===== src/rtl/gcd_sched_pkg.sv =====
// Shared constants for the GCD job scheduler: FSM encodings, operand and counter widths.
// Latency: n/a (constants only).
// Backpressure: n/a.
package gcd_sched_pkg;

  // Operand / result width of the shared GCD engine
  localparam int OPW = 8;

  // Default watchdog limit (RUN cycles) and job cycle counter width
  localparam int DEF_MAX_CYCLES = 1024;
  localparam int DEF_CW         = 16;

  // One-hot scheduler states
  localparam int ST_W = 6;
  localparam logic [5:0] ST_IDLE    = 6'b000001;
  localparam logic [5:0] ST_LOAD    = 6'b000010;
  localparam logic [5:0] ST_RUN     = 6'b000100;
  localparam logic [5:0] ST_ACK     = 6'b001000;
  localparam logic [5:0] ST_RESP    = 6'b010000;
  localparam logic [5:0] ST_RECOVER = 6'b100000;

endpackage


===== src/rtl/gcd_job_scheduler_rr_arbiter.sv =====
// N-way round-robin picker: first set req bit at or after ptr, wrapping.
// Latency: combinational, zero cycles.
// Backpressure: none; the caller decides when a grant is consumed.
module rr_arbiter #(
  parameter int N  = 4,
  parameter int IW = 2
) (
  input  logic [N-1:0]  req,
  input  logic [IW-1:0] ptr,
  output logic [N-1:0]  gnt,
  output logic [IW-1:0] gnt_idx,
  output logic          gnt_vld
);

  // Rotating-priority search starting at ptr
  always_comb begin
    gnt     = '0;
    gnt_idx = '0;
    gnt_vld = 1'b0;
    for (int k = 0; k < N; k++) begin
      if (!gnt_vld && req[(int'(ptr) + k) % N]) begin
        gnt_vld                    = 1'b1;
        gnt[(int'(ptr) + k) % N]   = 1'b1;
        gnt_idx                    = IW'((int'(ptr) + k) % N);
      end
    end
  end

endmodule


===== src/rtl/gcd_job_scheduler.sv =====
// Shares one GCD engine between N_REQ requesters with round-robin grant, watchdog and soft reset.
// Latency: grant to resp_valid = load handshake + engine steps + ack handshake + 1; zero operands answer 1 cycle after grant.
// Backpressure: req is a level held until resp_valid; arbitration is skipped for one cycle after each response.
module gcd_job_scheduler
  import gcd_sched_pkg::*;
#(
  parameter int N_REQ      = 4,
  parameter int IDW        = 2,
  parameter int MAX_CYCLES = DEF_MAX_CYCLES,
  parameter int CW         = DEF_CW
) (
  input  logic                 Clk,
  input  logic                 Reset,
  input  logic [N_REQ-1:0]     req,
  input  logic [OPW*N_REQ-1:0] req_a,
  input  logic [OPW*N_REQ-1:0] req_b,
  input  logic                 step_en,
  output logic [N_REQ-1:0]     resp_valid,
  output logic [OPW-1:0]       resp_gcd,
  output logic                 resp_err,
  output logic [CW-1:0]        resp_cycles,
  output logic                 busy,
  output logic [IDW-1:0]       owner,
  output logic                 eng_start,
  output logic                 eng_ack,
  output logic                 eng_cen,
  output logic [OPW-1:0]       eng_ain,
  output logic [OPW-1:0]       eng_bin,
  output logic                 eng_reset,
  input  logic                 eng_q_i,
  input  logic                 eng_q_done,
  input  logic [OPW-1:0]       eng_gcd
);

  // Last RUN cycle before the watchdog fires
  localparam logic [CW-1:0] WD_LAST = CW'(MAX_CYCLES - 1);

  logic [ST_W-1:0]  state_q, state_d;
  logic [IDW-1:0]   ptr_q, ptr_d, owner_q, owner_d;
  logic [OPW-1:0]   ain_q, ain_d, bin_q, bin_d, gcd_q, gcd_d;
  logic [CW-1:0]    cyc_q, cyc_d, run_q, run_d, cyc_inc;
  logic [N_REQ-1:0] vld_q, vld_d;
  logic             err_q, err_d, start_q, start_d, ack_q, ack_d, cen_q, cen_d;
  logic             ereset_q, ereset_d, busy_q, busy_d, hold_q, hold_d;

  logic [N_REQ-1:0] gnt;
  logic [IDW-1:0]   gnt_idx, ptr_nxt;
  logic             gnt_vld;
  logic [OPW-1:0]   sel_a, sel_b;

  rr_arbiter #(.N(N_REQ), .IW(IDW)) u_arb (
    .req     (req),
    .ptr     (ptr_q),
    .gnt     (gnt),
    .gnt_idx (gnt_idx),
    .gnt_vld (gnt_vld)
  );

  // Operand mux driven by the one-hot grant; next pointer is winner+1 with wrap
  always_comb begin
    sel_a = '0;
    sel_b = '0;
    for (int i = 0; i < N_REQ; i++) begin
      if (gnt[i]) begin
        sel_a |= req_a[OPW*i +: OPW];
        sel_b |= req_b[OPW*i +: OPW];
      end
    end
    ptr_nxt = (int'(gnt_idx) == N_REQ - 1) ? '0 : gnt_idx + IDW'(1);
  end

  // Job sequencing: grant, engine start handshake, run with watchdog, ack/recover, respond
  always_comb begin
    state_d  = state_q;
    ptr_d    = ptr_q;
    owner_d  = owner_q;
    ain_d    = ain_q;
    bin_d    = bin_q;
    gcd_d    = gcd_q;
    err_d    = err_q;
    cyc_d    = cyc_q;
    run_d    = run_q;
    vld_d    = '0;
    start_d  = start_q;
    ack_d    = ack_q;
    cen_d    = 1'b0;
    ereset_d = 1'b0;
    hold_d   = hold_q;
    cyc_inc  = (cyc_q == '1) ? cyc_q : cyc_q + 1'b1;

    case (state_q)
      ST_IDLE: begin
        if (hold_q) begin
          // Give the just-served requester time to drop its req
          hold_d = 1'b0;
        end else if (gnt_vld) begin
          owner_d = gnt_idx;
          ain_d   = sel_a;
          bin_d   = sel_b;
          ptr_d   = ptr_nxt;
          gcd_d   = '0;
          cyc_d   = '0;
          run_d   = '0;
          if (sel_a == '0 || sel_b == '0) begin
            // The engine never terminates on a zero operand: fail without touching it
            err_d   = 1'b1;
            vld_d   = N_REQ'(1) << gnt_idx;
            state_d = ST_RESP;
          end else begin
            err_d   = 1'b0;
            start_d = 1'b1;
            state_d = ST_LOAD;
          end
        end
      end
      ST_LOAD: begin
        cyc_d = cyc_inc;
        if (!eng_q_i) begin
          start_d = 1'b0;
          cen_d   = step_en;
          run_d   = '0;
          state_d = ST_RUN;
        end
      end
      ST_RUN: begin
        cyc_d = cyc_inc;
        run_d = run_q + 1'b1;
        cen_d = step_en;
        if (eng_q_done) begin
          gcd_d   = eng_gcd;
          cen_d   = 1'b0;
          ack_d   = 1'b1;
          state_d = ST_ACK;
        end else if (run_q == WD_LAST) begin
          err_d    = 1'b1;
          gcd_d    = '0;
          cen_d    = 1'b0;
          ereset_d = 1'b1;
          state_d  = ST_RECOVER;
        end
      end
      ST_ACK: begin
        if (eng_q_i) begin
          ack_d   = 1'b0;
          vld_d   = N_REQ'(1) << owner_q;
          state_d = ST_RESP;
        end
      end
      ST_RECOVER: begin
        if (eng_q_i) begin
          vld_d   = N_REQ'(1) << owner_q;
          state_d = ST_RESP;
        end
      end
      ST_RESP: begin
        hold_d  = 1'b1;
        state_d = ST_IDLE;
      end
      default: state_d = ST_IDLE;
    endcase

    busy_d = (state_d != ST_IDLE);
  end

  // State and registered outputs; engine held in reset while the scheduler is
  always_ff @(posedge Clk or posedge Reset) begin
    if (Reset) begin
      state_q  <= ST_IDLE;
      ptr_q    <= '0;
      owner_q  <= '0;
      ain_q    <= '0;
      bin_q    <= '0;
      gcd_q    <= '0;
      err_q    <= 1'b0;
      cyc_q    <= '0;
      run_q    <= '0;
      vld_q    <= '0;
      start_q  <= 1'b0;
      ack_q    <= 1'b0;
      cen_q    <= 1'b0;
      ereset_q <= 1'b1;
      busy_q   <= 1'b0;
      hold_q   <= 1'b0;
    end else begin
      state_q  <= state_d;
      ptr_q    <= ptr_d;
      owner_q  <= owner_d;
      ain_q    <= ain_d;
      bin_q    <= bin_d;
      gcd_q    <= gcd_d;
      err_q    <= err_d;
      cyc_q    <= cyc_d;
      run_q    <= run_d;
      vld_q    <= vld_d;
      start_q  <= start_d;
      ack_q    <= ack_d;
      cen_q    <= cen_d;
      ereset_q <= ereset_d;
      busy_q   <= busy_d;
      hold_q   <= hold_d;
    end
  end

  assign resp_valid  = vld_q;
  assign resp_gcd    = gcd_q;
  assign resp_err    = err_q;
  assign resp_cycles = cyc_q;
  assign busy        = busy_q;
  assign owner       = owner_q;
  assign eng_start   = start_q;
  assign eng_ack     = ack_q;
  assign eng_cen     = cen_q;
  assign eng_ain     = ain_q;
  assign eng_bin     = bin_q;
  assign eng_reset   = ereset_q;

endmodule


===== config.mk =====
export PLATFORM = sky130hd
export DESIGN_NAME = gcd_job_scheduler
export DESIGN_NICKNAME = d
export VERILOG_FILES = /design/src/rtl/gcd_sched_pkg.sv /design/src/rtl/gcd_job_scheduler_rr_arbiter.sv /design/src/rtl/gcd_job_scheduler.sv
export SDC_FILE = /design/constraint.sdc
export NUM_CORES = 1
export LEC_CHECK = 0
export BUFFER_PORTS_ARGS = -buffer_cell sky130_fd_sc_hd__clkbuf_2
export CELL_PAD_IN_SITES_DETAIL_PLACEMENT = 0
export CELL_PAD_IN_SITES_GLOBAL_PLACEMENT = 2
export CORE_MARGIN = 4
export CORE_UTILIZATION = 29
export CTS_CLUSTER_DIAMETER = 120
export DETAILED_ROUTE_END_ITERATION = 7
export PLACE_DENSITY = 0.79
export SYNTH_ARGS = -nofsm -noshare
export SYNTH_HDL_FRONTEND = slang
export SYNTH_SLANG_ARGS = --single-unit

===== constraint.sdc =====
create_clock -name Clk -period 2.8 [get_ports Clk]
set_input_delay 0.42 -clock Clk [delete_from_list [all_inputs] [get_ports Clk]]
set_output_delay 0.42 -clock Clk [all_outputs]
set_load 0.01 [all_outputs]

Word level (Yosys, flattened, before mapping)
Cells that the tools add are included.
{ "totals": {"elab_cells": 182, "ff_bits": 77} }
{ "classes": {"n_reduce_logical": 31, "n_bitwise": 13, "n_addsub": 6, "eq_ne": 20, "shift": 2, "mux": 86, "n_lt_le_gt_ge": 8} }
{ "ops": {"columns": ["cell", "count"], "rows": [
  ["8-bit 2-to-1 mux", 12],
  ["16-bit 2-to-1 mux", 4],
  ["8-bit bitwise OR", 6],
  ["16-bit one-hot mux with 3 select lines", 1],
  ["6-bit 2-to-1 mux", 6],
  ["16-bit by 1-bit adder with 16-bit output, second input constant", 2],
  ["1-bit 2-to-1 mux", 32],
  ["4-bit 2-to-1 mux", 8],
  ["16-bit one-hot mux with 2 select lines", 1],
  ["6-bit one-hot mux with 4 select lines", 1],
  ["2-bit != test, second input constant", 9],
  ["16-bit by 10-bit equality test with 1-bit output, second input constant", 1],
  ["16-bit equality test, second input constant", 1],
  ["8-bit zero test", 2],
  ["8-bit one-hot mux with 2 select lines", 1],
  ["3-bit by 4-bit less-than comparator with 1-bit output, second input constant", 3],
  ["4-bit bitwise OR", 3],
  ["4-bit AND reduction", 3],
  ["2-bit 2-to-1 mux", 5],
  ["1-bit one-hot mux with 2 select lines", 5],
  ["5-bit AND reduction", 2],
  ["2-bit nonzero test", 5],
  ["2-bit OR reduction", 5],
  ["3-bit by 1-bit greater-or-equal comparator with 1-bit output, second input constant", 3],
  ["25 further kinds", 45]
]} }

Longest topological paths before layout
Gate-level depths: netlist of run 1.
{ "depth": {"ltp_word": 28, "mapped_depth": 13} }

By module
Synthesis of run 1 repeated with hierarchy kept, for this count alone.
{ "hier_totals": {"hier_cells": 473, "area_unflattened_um2": 4405.5} }
{ "modules_own_cells": {"columns": ["mod", "area_per_inst_um2", "n_inst", "cells_each", "seq_area_each_um2"], "rows": [
  ["gcd_job_scheduler", 3983.8, 1, 428, 1929.4],
  ["rr_arbiter", 421.7, 1, 45, 0.0]
]} }

Least setup slack after synthesis of run 1
Ideal clock, no wire load.
{ "synth_timing": {"kind": "reg-to-reg", "start": "register ptr_q[0]", "end": "register vld_q[0], in the netlist resp_valid[0]", "synth_period_minus_slack_ns": 3.098, "slack_ns": -0.298, "arrival_ns": 3.032, "stages_incl_launch_ff": 14, "setup_time_ns": 0.066, "path_cell_list": "dfrtp_1 buf_6 inv_1 ha_1 clkbuf_1 nand3b_1 o2111ai_4 and2_1 buf_2 a222oi_1 and4bb_1 nand4_2 a21oi_4 a22o_1"} }
{ "synth_via": {"elab_chain_cells": 26} }
{ "synth_rtl": {"columns": ["element", "line_no", "rtl"], "rows": [
  ["start: declaration", "gcd_job_scheduler.sv:39", "logic [IDW-1:0] ptr_q, ptr_d, owner_q, owner_d;"],
  ["start signal: assignment", "gcd_job_scheduler.sv:186", "ptr_q <= ptr_d;"],
  ["2-bit by 1-bit adder with 2-bit output", "gcd_job_scheduler_rr_arbiter.sv:21, gcd_job_scheduler_rr_arbiter.sv:23, gcd_job_scheduler_rr_arbiter.sv:24", null],
  ["2-bit OR reduction (no source line)", null, null],
  ["1-bit bitwise AND (no source line)", null, null],
  ["3-bit by 4-bit less-than comparator with 1-bit output (implied by the code) / 3-bit by 1-bit greater-or-equal comparator with 1-bit output (equally long branches)", "gcd_job_scheduler_rr_arbiter.sv:23", "gnt[(int'(ptr) + k) % N] = 1'b1;"],
  ["1-bit logical AND (implied by the code)", "gcd_job_scheduler_rr_arbiter.sv:23", null],
  ["1-bit 2-to-1 mux (implied by the code)", "gcd_job_scheduler_rr_arbiter.sv:23", null],
  ["1-bit demux with 2-bit select", null, null],
  ["4-bit bitwise OR (no source line)", null, null],
  ["[11 not listed]", null, null],
  ["8-bit 2-to-1 mux", "gcd_job_scheduler.sv:64", "if (gnt[i]) begin"],
  ["8-bit zero test", "gcd_job_scheduler.sv:104", "if (sel_a == '0 || sel_b == '0) begin"],
  ["1-bit logical OR", "gcd_job_scheduler.sv:104", null],
  ["4-bit 2-to-1 mux", "gcd_job_scheduler.sv:104", null],
  ["4-bit 2-to-1 mux (*)", "gcd_job_scheduler.sv:96", "end else if (gnt_vld) begin"],
  ["4-bit 2-to-1 mux (*)", "gcd_job_scheduler.sv:93", "if (hold_q) begin"],
  ["4-bit one-hot mux with 2 select lines (*)", "gcd_job_scheduler.sv:91", "case (state_q)"],
  ["via vld_d[0]", "gcd_job_scheduler.sv:42", "logic [N_REQ-1:0] vld_q, vld_d;"],
  ["end signal: assignment", "gcd_job_scheduler.sv:194", "vld_q <= vld_d;"],
  ["end: declaration", "gcd_job_scheduler.sv:42", null]
]} }
Mark *: on every way through the listed nets, which the timed path passes. The rest lies on a longest branch. The select of a mux whose other input is x is not followed.
A chain may end at the register's enable or synchronous reset.

Worst setup path in the final report of run 1
Same ends and word-level chain as after synthesis.

==> flow_metrics.tcl, run 1 <==
set metrics [dict create \
    post-route-period-util_pct 110 \
    peakVddDrop_mv 0.512 \
    final_util_pct 43.4 \
    clkTransAtPathRegs_ns 0.06 \
    nFillCells 1660 \
    cp.required_ns 3.07 \
    rsz0062_at_grt "yes" \
    core-area_sq_mm 0.0167 \
    overflow 0 \
    clock-root-buffer "clkbuf_16" \
    min_path_type "input port to async pin" \
    final_area_sq_mm 0.00725 \
    failed_checks "negative setup slack" \
    clock_latency_ns 0.34 \
    grt_max_degree 30 \
    endpoint_kind "register" \
    regToRegSetupSlack_ns -0.28 \
    vias 5250 \
    ios 133 \
    drive_above_1_share_pct 42.2 \
    r2r_cells 10 \
    finalSetupViolCount 10 \
    synth_cell_types 64 \
    diodes 0 \
    ys_seq_elements 77 \
    worst-setup-path-type "register to register" \
    synthArstFlopShare_pct 100 \
    die_w_um 139 \
    status "finished with violations" \
    antenna_found_initial 0 \
    fin_nets 861 \
    cp-start-kind "register" \
    drc 0 \
    arrival_ns 3.36 \
    clock-sinks 77 \
    dieArea_sq_mm 0.0194 \
    reg2reg_from "ptr_q[0]" \
    grt_pass1_vias 5252 \
    syn_inst 542 \
    wire_per_inst_um 17.8 \
    worst_slew_pin_slew_ns 0.511 \
    synth_edf_count 0 \
    synth_area_sq_mm 0.00498 \
    p_leak_nw 3.39 \
    die_y_um 139 \
    portBuffers 132 \
    fmax_mhz 324 \
    fin_setup_tns_ns -2.41 \
    synth_warnings 0 \
    hold_buffers 0 \
    initial_core_util_pct 29.8 \
    avgViaCountPerCell 5.30 \
    finalClockSkew_ns 0.00738 \
    rows 47 \
    cts_tree "done" \
    routed_wl_mm 17.6 \
    hold_viol 0 \
    regToRegEndpoint "resp_valid[0]" \
    grt_pass1_wl_mm 27.6 \
    clk_path_buf_depth 2 \
    drtIter0Drc 353 \
    power_density_mw_per_mm2 1160 \
    crit_start "ptr_q[0]" \
    dp_hpwl_mm 13.3 \
    setup_slack_ns -0.285 \
    slew_viol_final 0 \
    slew_headroom_pct 65.9 \
    area_delta_synth_final_pct 45.5 \
    ys_seq_area_share_pct 38.7 \
    min_period_ns 3.08 \
    avgSynthCellArea_sq_um 9.20 \
    synth_nets 637 \
    cts_buffers 9 \
    critPathCapture "resp_valid[0]" \
    drv_cap 0 \
    grt_use_total_pct 17.4 \
    path_max_fanout 7 \
    antenna_left 0 \
    gp_congestion 0.865 \
    h-tree-depth 3 \
    synth_ff_type "dfrtp_1" \
    post_dp_cell_area_sq_mm 0.00639 \
    first_pass_iters 5 \
]
-- Yosys cell counts (9+ instances only) --
cell       n  area (sq um)
nand4_1   11          68.8
o21ai_0   34           170
and2_1    22           138
ha_1      14           175
xor2_1    18           158
dfrtp_1   75          1880
inv_1     14          52.6
a22o_1    16           140
a21oi_1   13          65.1
nand3_1   29           145
nor2_1    61           229
a22oi_1   29           218
nand2b_1  11          68.8
a32oi_1   15           131
clkbuf_1  15          56.3
mux2_2     9           101
nand2_1   42           158
-- cell usage in the layout, fill, tap and decap left out, drive strengths merged, types with 5 or more instances in the layout --
cell / instances
a21oi: 14
a222oi: 5
a22o: 16
a22oi: 29
a32oi: 15
and2: 25
and3: 7
buf: 108
clkbuf: 142
dfrtp: 75
ha: 14
inv: 15
mux2: 11
nand2: 42
nand2b: 11
nand3: 29
nand4: 13
nor2: 61
nor2b: 7
nor3: 5
o2111ai: 5
o21ai: 36
xnor2: 6
xor2: 18
-- power breakdown --
part	leakage, nW	internal [mW]	switching (mW)
combinational	2.22	2.73	2.83
sequential	1.01	1.36	0.211
clock	0.160	0.813	0.488
-- worst max-delay path, cell delays in order, from the launching register on --
cell	delay, ns
dfrtp_2	0.47
mux2_4	0.36
buf_6	0.13
a22oi_2	0.34
o2111ai_4	0.22
and2_4	0.23
a222oi_1	0.40
and4bb_1	0.31
nand4_4	0.14
a21oi_4	0.22
a22o_1	0.18
-- worst min path at each step --
stage | to | cells past startpoint | slack (ns) | from
2_1_floorplan | run_q[0] | 1 | 0.49 | run_q[0]
3_3_place_gp | resp_cycles[9] | 2 | 0.44 | Reset
3_5_place_dp | resp_cycles[8] | 2 | 0.45 | Reset
4_1_cts | resp_cycles[9] | 2 | 0.08 | Reset
5_1_grt | resp_cycles[12] | 2 | 0.11 | Reset
6_report | eng_bin[4] | 2 | 0.08 | Reset
-- registers in the layout, indices dropped and copies added (netlist names), 2 cells and up --
signal / count
resp_valid: 4
ptr_q: 2
eng_ain: 8
state_q: 6
resp_cycles: 16
eng_bin: 8
owner: 2
run_q: 16
resp_gcd: 8
-- routing by layer --
layer / up-vias / GRT usage, % / share of wire (%)
met1: 2553 / 24.1 / 46
met3: 23 / 4.62 / 6.1
met2: 213 / 26.7 / 46
met5: - / 0 / 0
met4: 0 / 4.94 / 1.8
li1: 2461 / - / -
-- cells by family (layout without fill, tap and decap cells) --
| family | Yosys count | after routing | share of synthesized area [%] |
|---|---|---|---|
| simple gates | 224 | 224 | 23.3 |
| compound gates | 147 | 148 | 22.8 |
| flops | 77 | 77 | 38.7 |
| buf+inv | 42 | 270 | 3.71 |
| xor+xnor | 24 | 24 | 4.22 |
| fa+ha+maj | 14 | 14 | 3.51 |
| mux | 14 | 14 | 3.74 |
-- final cells by class --
cell class / count / area, sq um / share of cell area [%]
Inverter: 14 / 56.3 / 0.776
Multi-Input combinational cell: 424 / 3120 / 43.1
Timing Repair Buffer: 240 / 1530 / 21.1
Clock buffer: 10 / 239 / 3.29
Tap cell: 220 / 275 / 3.80
Sequential cell: 77 / 1930 / 26.6
Clock inverter: 6 / 93.8 / 1.29
-- what timing repair did --
item                       in CTS  in global routing
resized for setup              30                 36
setup endpoints to repair       8                 16
cloned                          0                  2
pin swaps                      17                 30
setup buffers                  23                  9
-- metrics by stage --
stage	hold WS, ns	std cells	setup WS (ns)	power [mW]
finish	0.0792	991	-0.285	8.43
global placement	0.438	941	-0.359	5.96
global route	0.110	991	-0.438	8.98
floorplan	0.486	542	-0.0816	4.20
CTS	0.0820	980	-0.207	7.92
detailed placement	0.447	941	-0.415	6.01
(Power assumes the default switching activity.)
==> inputs of run 2 (changes only) <==
--- a/config.mk
+++ b/config.mk
@@ -12,7 +12,9 @@
 export CORE_UTILIZATION = 29
 export CTS_CLUSTER_DIAMETER = 120
 export DETAILED_ROUTE_END_ITERATION = 7
+export MAX_ROUTING_LAYER = met4
 export PLACE_DENSITY = 0.79
+export SETUP_SLACK_MARGIN = 0.1
 export SYNTH_ARGS = -nofsm -noshare
 export SYNTH_HDL_FRONTEND = slang
 export SYNTH_SLANG_ARGS = --single-unit
==> run 2 against run 1 <==
Compared with the run above: the run still ends with negative setup slack left; clock power down 15%; sequential power is essentially flat; non-clock buffer count increased by 3; utilization is 0.16 points lower; critical endpoint unchanged.
==> flow_metrics.tcl, run 2 (same netlist as run 1, synthesis figures left out) <==
set metrics [dict create \
    cts_tree "done" \
    path_max_fanout 6 \
    slew_viol_final 0 \
    arrival_ns 3.36 \
    grt_pass1_wl_mm 27.5 \
    portBuffers 132 \
    drtIter0Drc 283 \
    regArea_sq_mm 0.00193 \
    grt_use_total_pct 17.9 \
    nFillCells 1672 \
    multi_input_area_sq_mm 0.00307 \
    finalSetupViolCount 9 \
    initial_core_util_pct 29.8 \
    setup_slack_ns -0.301 \
    final_area_sq_mm 0.00723 \
    min_path_type "input port to async pin" \
    area_delta_synth_final_pct 45.0 \
    worst-setup-path-type "register to register" \
    clkTransAtPathRegs_ns 0.05 \
    clock_latency_ns 0.33 \
    final_cell_mix "clkbuf_2 (132), buf_4 (94), dfrtp_1 (74)" \
    grt_max_degree 30 \
    endpoint_kind "register" \
    diodes 0 \
    routed_wl_mm 17.4 \
    drc 0 \
    crit_chain "mux2_4 > buf_4 > a22oi_2 > buf_4 > o2111ai_4 > a32oi_1 > nand3_2 > nor4_4 > buf_4 > nand4_4 > a21oi_4 > a22o_1" \
    dieArea_sq_mm 0.0194 \
    h-tree-depth 3 \
    rsz0062_at_grt "yes" \
    ios 133 \
    fin_nets 864 \
    layout_commonest_cell "clkbuf_2" \
    drive_above_1_share_pct 41.5 \
    finalClockSkew_ns 0.00563 \
    gp_congestion 0.883 \
    min_period_ns 3.10 \
    die_w_um 139 \
    hold_buffers 0 \
    status "finished with violations" \
    cp-start-kind "register" \
    power_density_mw_per_mm2 1130 \
    hold_viol 0 \
    antenna_found_initial 0 \
    core-area_sq_mm 0.0167 \
    rows 47 \
    slowest_stage "dfrtp_2" \
    clock-sinks 77 \
    clock-root-buffer "clkbuf_16" \
    cp_top_family "compound AO/OA/AOI/OAI gates" \
    post-route-period-util_pct 111 \
    slew_headroom_pct 68.4 \
    crit_buf_inv 3 \
    post_dp_cell_area_sq_mm 0.00645 \
    wire_per_inst_um 17.5 \
    antenna_left 0 \
    drv_cap 0 \
    cp_common_cell "buf_4" \
    failed_checks "negative setup slack" \
    first_pass_iters 4 \
    cts_buffers 9 \
    fmax_mhz 323 \
    power_mw 8.19 \
    avgViaCountPerCell 5.18 \
    worst_slew_pin_slew_ns 0.472 \
    vias 5135 \
    p_leak_nw 3.40 \
    dp_hpwl_mm 12.9 \
    critPathMaxStageDelay_ns 0.48 \
    die_y_um 139 \
    clk_path_buf_depth 2 \
    cp.required_ns 3.06 \
    overflow 0 \
    grt_pass1_vias 5314 \
    peakVddDrop_mv 0.560 \
]
-- run 2: through the flow --
step	instances	hold slack, ns	setup slack, ns	util, %	setup TNS (ns)
3_5_place_dp	944	0.442	-0.340	38.7	-2.09
2_1_floorplan	542	0.486	-0.0784	-	-0.322
5_1_grt	992	0.116	-0.402	43.3	-3.25
6_report	992	0.0762	-0.301	43.3	-1.99
4_1_cts	984	0.0830	-0.206	42.0	-1.49
3_3_place_gp	944	0.435	-0.296	38.7	-1.93
-- run 2: path summary, 6_finish.rpt --
kind / from / endpoint / slack (ns) / cells after the start
max in group asynchronous: Reset / eng_reset / 1.93 / 3
min in group Clk: step_en / eng_cen / 0.31 / 2
max: ptr_q[0] / resp_valid[0] / -0.30 / 12
min: Reset / resp_cycles[9] / 0.08 / 2
max reg2reg: ptr_q[0] / resp_valid[0] / -0.30 / 12
min reg2reg: resp_gcd[4] / resp_gcd[4] / 0.50 / 1
-- run 2: final cells by class --
class                   count  share of cell area (%)
clock buffers              13                    3.88
multi-input cells         424                    42.5
flip-flops and latches     77                    26.7
repair buffers            243                    22.3
clock inverters             1                  0.0693
inverters                  14                   0.779
well taps                 220                    3.81
-- run 2: repair_timing --
item / 4_1_cts / 5_1_grt
gates resized for setup: 23 / 29
buffers inserted: 25 / 12
pin swaps: 27 / 22
endpoints found under the setup margin: 9 / 27
cloned: 1 / 0
-- run 2: power by group --
group / switching, mW / total, mW / internal (mW) / leakage [nW]
Combinational: 2.81 / 5.53 / 2.72 / 2.26
Clock: 0.416 / 1.10 / 0.685 / 0.144
Sequential: 0.194 / 1.56 / 1.36 / 1.01
Total: 3.42 / 8.19 / 4.77 / 3.40
-- run 2: layer usage --
| layer | track usage [%] | vias up | share of wire, % |
|---|---|---|---|
| met3 | 4.00 | 24 | 5.3 |
| met1 | 24.8 | 2479 | 48 |
| met2 | 26.5 | 175 | 45 |
| li1 | - | 2457 | - |
| met5 | - | - | 0 |
| met4 | 4.74 | 0 | 1.7 |
==> inputs of run 3 (changes only) <==
--- a/config.mk
+++ b/config.mk
@@ -9,12 +9,13 @@
 export CELL_PAD_IN_SITES_DETAIL_PLACEMENT = 0
 export CELL_PAD_IN_SITES_GLOBAL_PLACEMENT = 2
 export CORE_MARGIN = 4
-export CORE_UTILIZATION = 29
+export CORE_UTILIZATION = 32
 export CTS_CLUSTER_DIAMETER = 120
 export DETAILED_ROUTE_END_ITERATION = 7
 export MAX_ROUTING_LAYER = met4
-export PLACE_DENSITY = 0.79
+export PLACE_DENSITY = 0.82
 export SETUP_SLACK_MARGIN = 0.1
+export SKIP_CTS_REPAIR_TIMING = 1
 export SYNTH_ARGS = -nofsm -noshare
 export SYNTH_HDL_FRONTEND = slang
 export SYNTH_SLANG_ARGS = --single-unit
==> constraint.sdc (replaced) <==
create_clock -name Clk -period 3.07 [get_ports Clk]
set_input_delay 0 -clock Clk [delete_from_list [all_inputs] [get_ports Clk]]
set_output_delay 0 -clock Clk [all_outputs]
set_load 0.01 [all_outputs]
==> run 3 against run 2 <==
Compared with the run above: the run now ends clean; utilization is 0.57 points higher; via count is 4.1% lower; sequential power is 8% lower; fmax is 4.2% higher; register-to-register slack better by 0.40 ns; clock power is 5% lower; worst hold slack worse by 0.075 ns; routed wire length is 6.3% lower; non-clock buffer count is 61 lower; worst setup slack better by 0.40 ns; sequential share of layout area is 2.1 points higher; critical path type unchanged; largest cell class unchanged; largest power group unchanged.
==> flow_metrics.tcl, run 3 (same netlist as run 1, synthesis figures left out) <==
set metrics [dict create \
    status "complete, no violations" \
    critPathMaxStageDelay_ns 0.48 \
    cts_tree "done" \
    grt_max_degree 45 \
    finalSetupViolCount 0 \
    cp.depth 11 \
    routed_wl_mm 16.3 \
    whs_path_depth 2 \
    r2r_cells 11 \
    clk_path_buf_depth 2 \
    cp-start-kind "register" \
    drc 0 \
    vias 4925 \
    area_delta_synth_final_pct 34.2 \
    drv_cap 0 \
    peakVddDrop_mv 0.418 \
    slew_viol_final 0 \
    hold_viol 0 \
    grt_pass1_vias 4593 \
    avgViaCountPerCell 5.33 \
    diodes 0 \
    clock-root-buffer "clkbuf_16" \
    drive_above_1_share_pct 33.9 \
    post-route-period-util_pct 96.9 \
    clkTransAtPathRegs_ns 0.06 \
    die_w_um 133 \
    final_area_sq_mm 0.00669 \
    grt_use_total_pct 17.8 \
    slew_headroom_pct 48.8 \
    dieArea_sq_mm 0.0176 \
    fmax_mhz 336 \
    ios 133 \
    min_path_type "input port to register" \
    h-tree-depth 3 \
    grt_pass1_wl_mm 24.6 \
    rsz0062_at_grt "yes" \
    antenna_left 0 \
    first_pass_iters 5 \
    fin_nets 803 \
    regToRegSetupSlack_ns 0.09 \
    finalClockSkew_ns 0.00600 \
    cp_top_family "compound AO/OA/AOI/OAI gates" \
    arrival_ns 3.25 \
    regArea_sq_mm 0.00193 \
    wire_per_inst_um 17.6 \
    clock-sinks 77 \
    layout_commonest_cell "clkbuf_2" \
    nFillCells 1472 \
    gp_congestion 0.859 \
    path_max_fanout 7 \
    antenna_found_initial 0 \
    worst_slew_pin_slew_ns 0.768 \
    portBuffers 132 \
    drtIter0Drc 340 \
    dp_hpwl_mm 11.9 \
    min_period_ns 2.98 \
    power_density_mw_per_mm2 967 \
    hold_ws_ns 0.00163 \
    clock_latency_ns 0.34 \
    p_leak_nw 3.09 \
    rows 45 \
    slowest_stage "dfrtp_2" \
    cp.required_ns 3.34 \
    endpoint_kind "register" \
    worst-setup-path-type "register to register" \
    crit_buf_inv 2 \
    multi_input_area_sq_mm 0.00302 \
    core-area_sq_mm 0.0153 \
    final_cell_mix "clkbuf_2 (132), dfrtp_1 (74), nor2_1 (60)" \
    initial_core_util_pct 32.7 \
    die_y_um 133 \
    overflow 0 \
    crit_chain "mux2_4 > mux2i_4 > buf_12 > o2111ai_4 > buf_6 > and2_4 > a222oi_1 > and4_1 > nand4_4 > a21oi_4 > a22o_1" \
    cts_buffers 9 \
    post_dp_cell_area_sq_mm 0.00600 \
]
==> run 3: area by class of cell <==
class | count | share of cell area (%)
Tap cell | 211 | 3.95
Sequential cell | 77 | 28.9
Timing Repair Buffer | 182 | 16.8
Clock buffer | 11 | 3.63
Multi-Input combinational cell | 424 | 45.2
Clock inverter | 5 | 0.748
Inverter | 14 | 0.786
==> run 3: where the power goes <==
group	leakage, nW	total, mW	internal (mW)	switching, mW
combinational	1.93	3.99	1.72	2.27
sequential	1.01	1.43	1.24	0.187
clock	0.149	1.05	0.646	0.401
total	3.09	6.47	3.61	2.86
==> run 3: per-layer routing <==
layer	vias to the layer above	global-route usage, %	share of wire, %
met5	-	-	0
met2	220	25.9	44
li1	2333	-	-
met4	0	4.62	2.0
met3	26	4.18	6.3
met1	2346	25.0	47
==> run 3: worst register-to-register path, stage by stage (launching register included) <==
cell and delay, ns:
dfrtp_2 0.48, mux2_4 0.38, mux2i_4 0.19, buf_12 0.16
o2111ai_4 0.16, buf_6 0.18, and2_4 0.15, a222oi_1 0.34
and4_1 0.29, nand4_4 0.14, a21oi_4 0.25, a22o_1 0.18
==> run 3: path summary, 6_finish.rpt <==
kind / startpoint / endpoint
setup / recovery: ptr_q[0] / resp_valid[0]
hold / removal: eng_q_done / state_q[2]
setup reg to reg: ptr_q[0] / resp_valid[0]
hold reg to reg: eng_bin[3] / eng_bin[3]
max in group asynchronous: Reset / eng_reset
min in group asynchronous: Reset / resp_cycles[2]
==> run 3: stage by stage <==
stage                     worst slack [ns]  setup TNS [ns]  cells  power [mW]  util, %
after floorplan                      0.155               0    542        3.79        -
after global placement              0.0328               0    879        4.88     39.3
after detailed placement           -0.0411          -0.154    879        4.92     39.3
after CTS                          -0.0666          -0.260    895        6.01     41.2
after global routing               -0.0466          -0.103    924        6.90     43.8
final                               0.0946               0    924        6.47     43.8
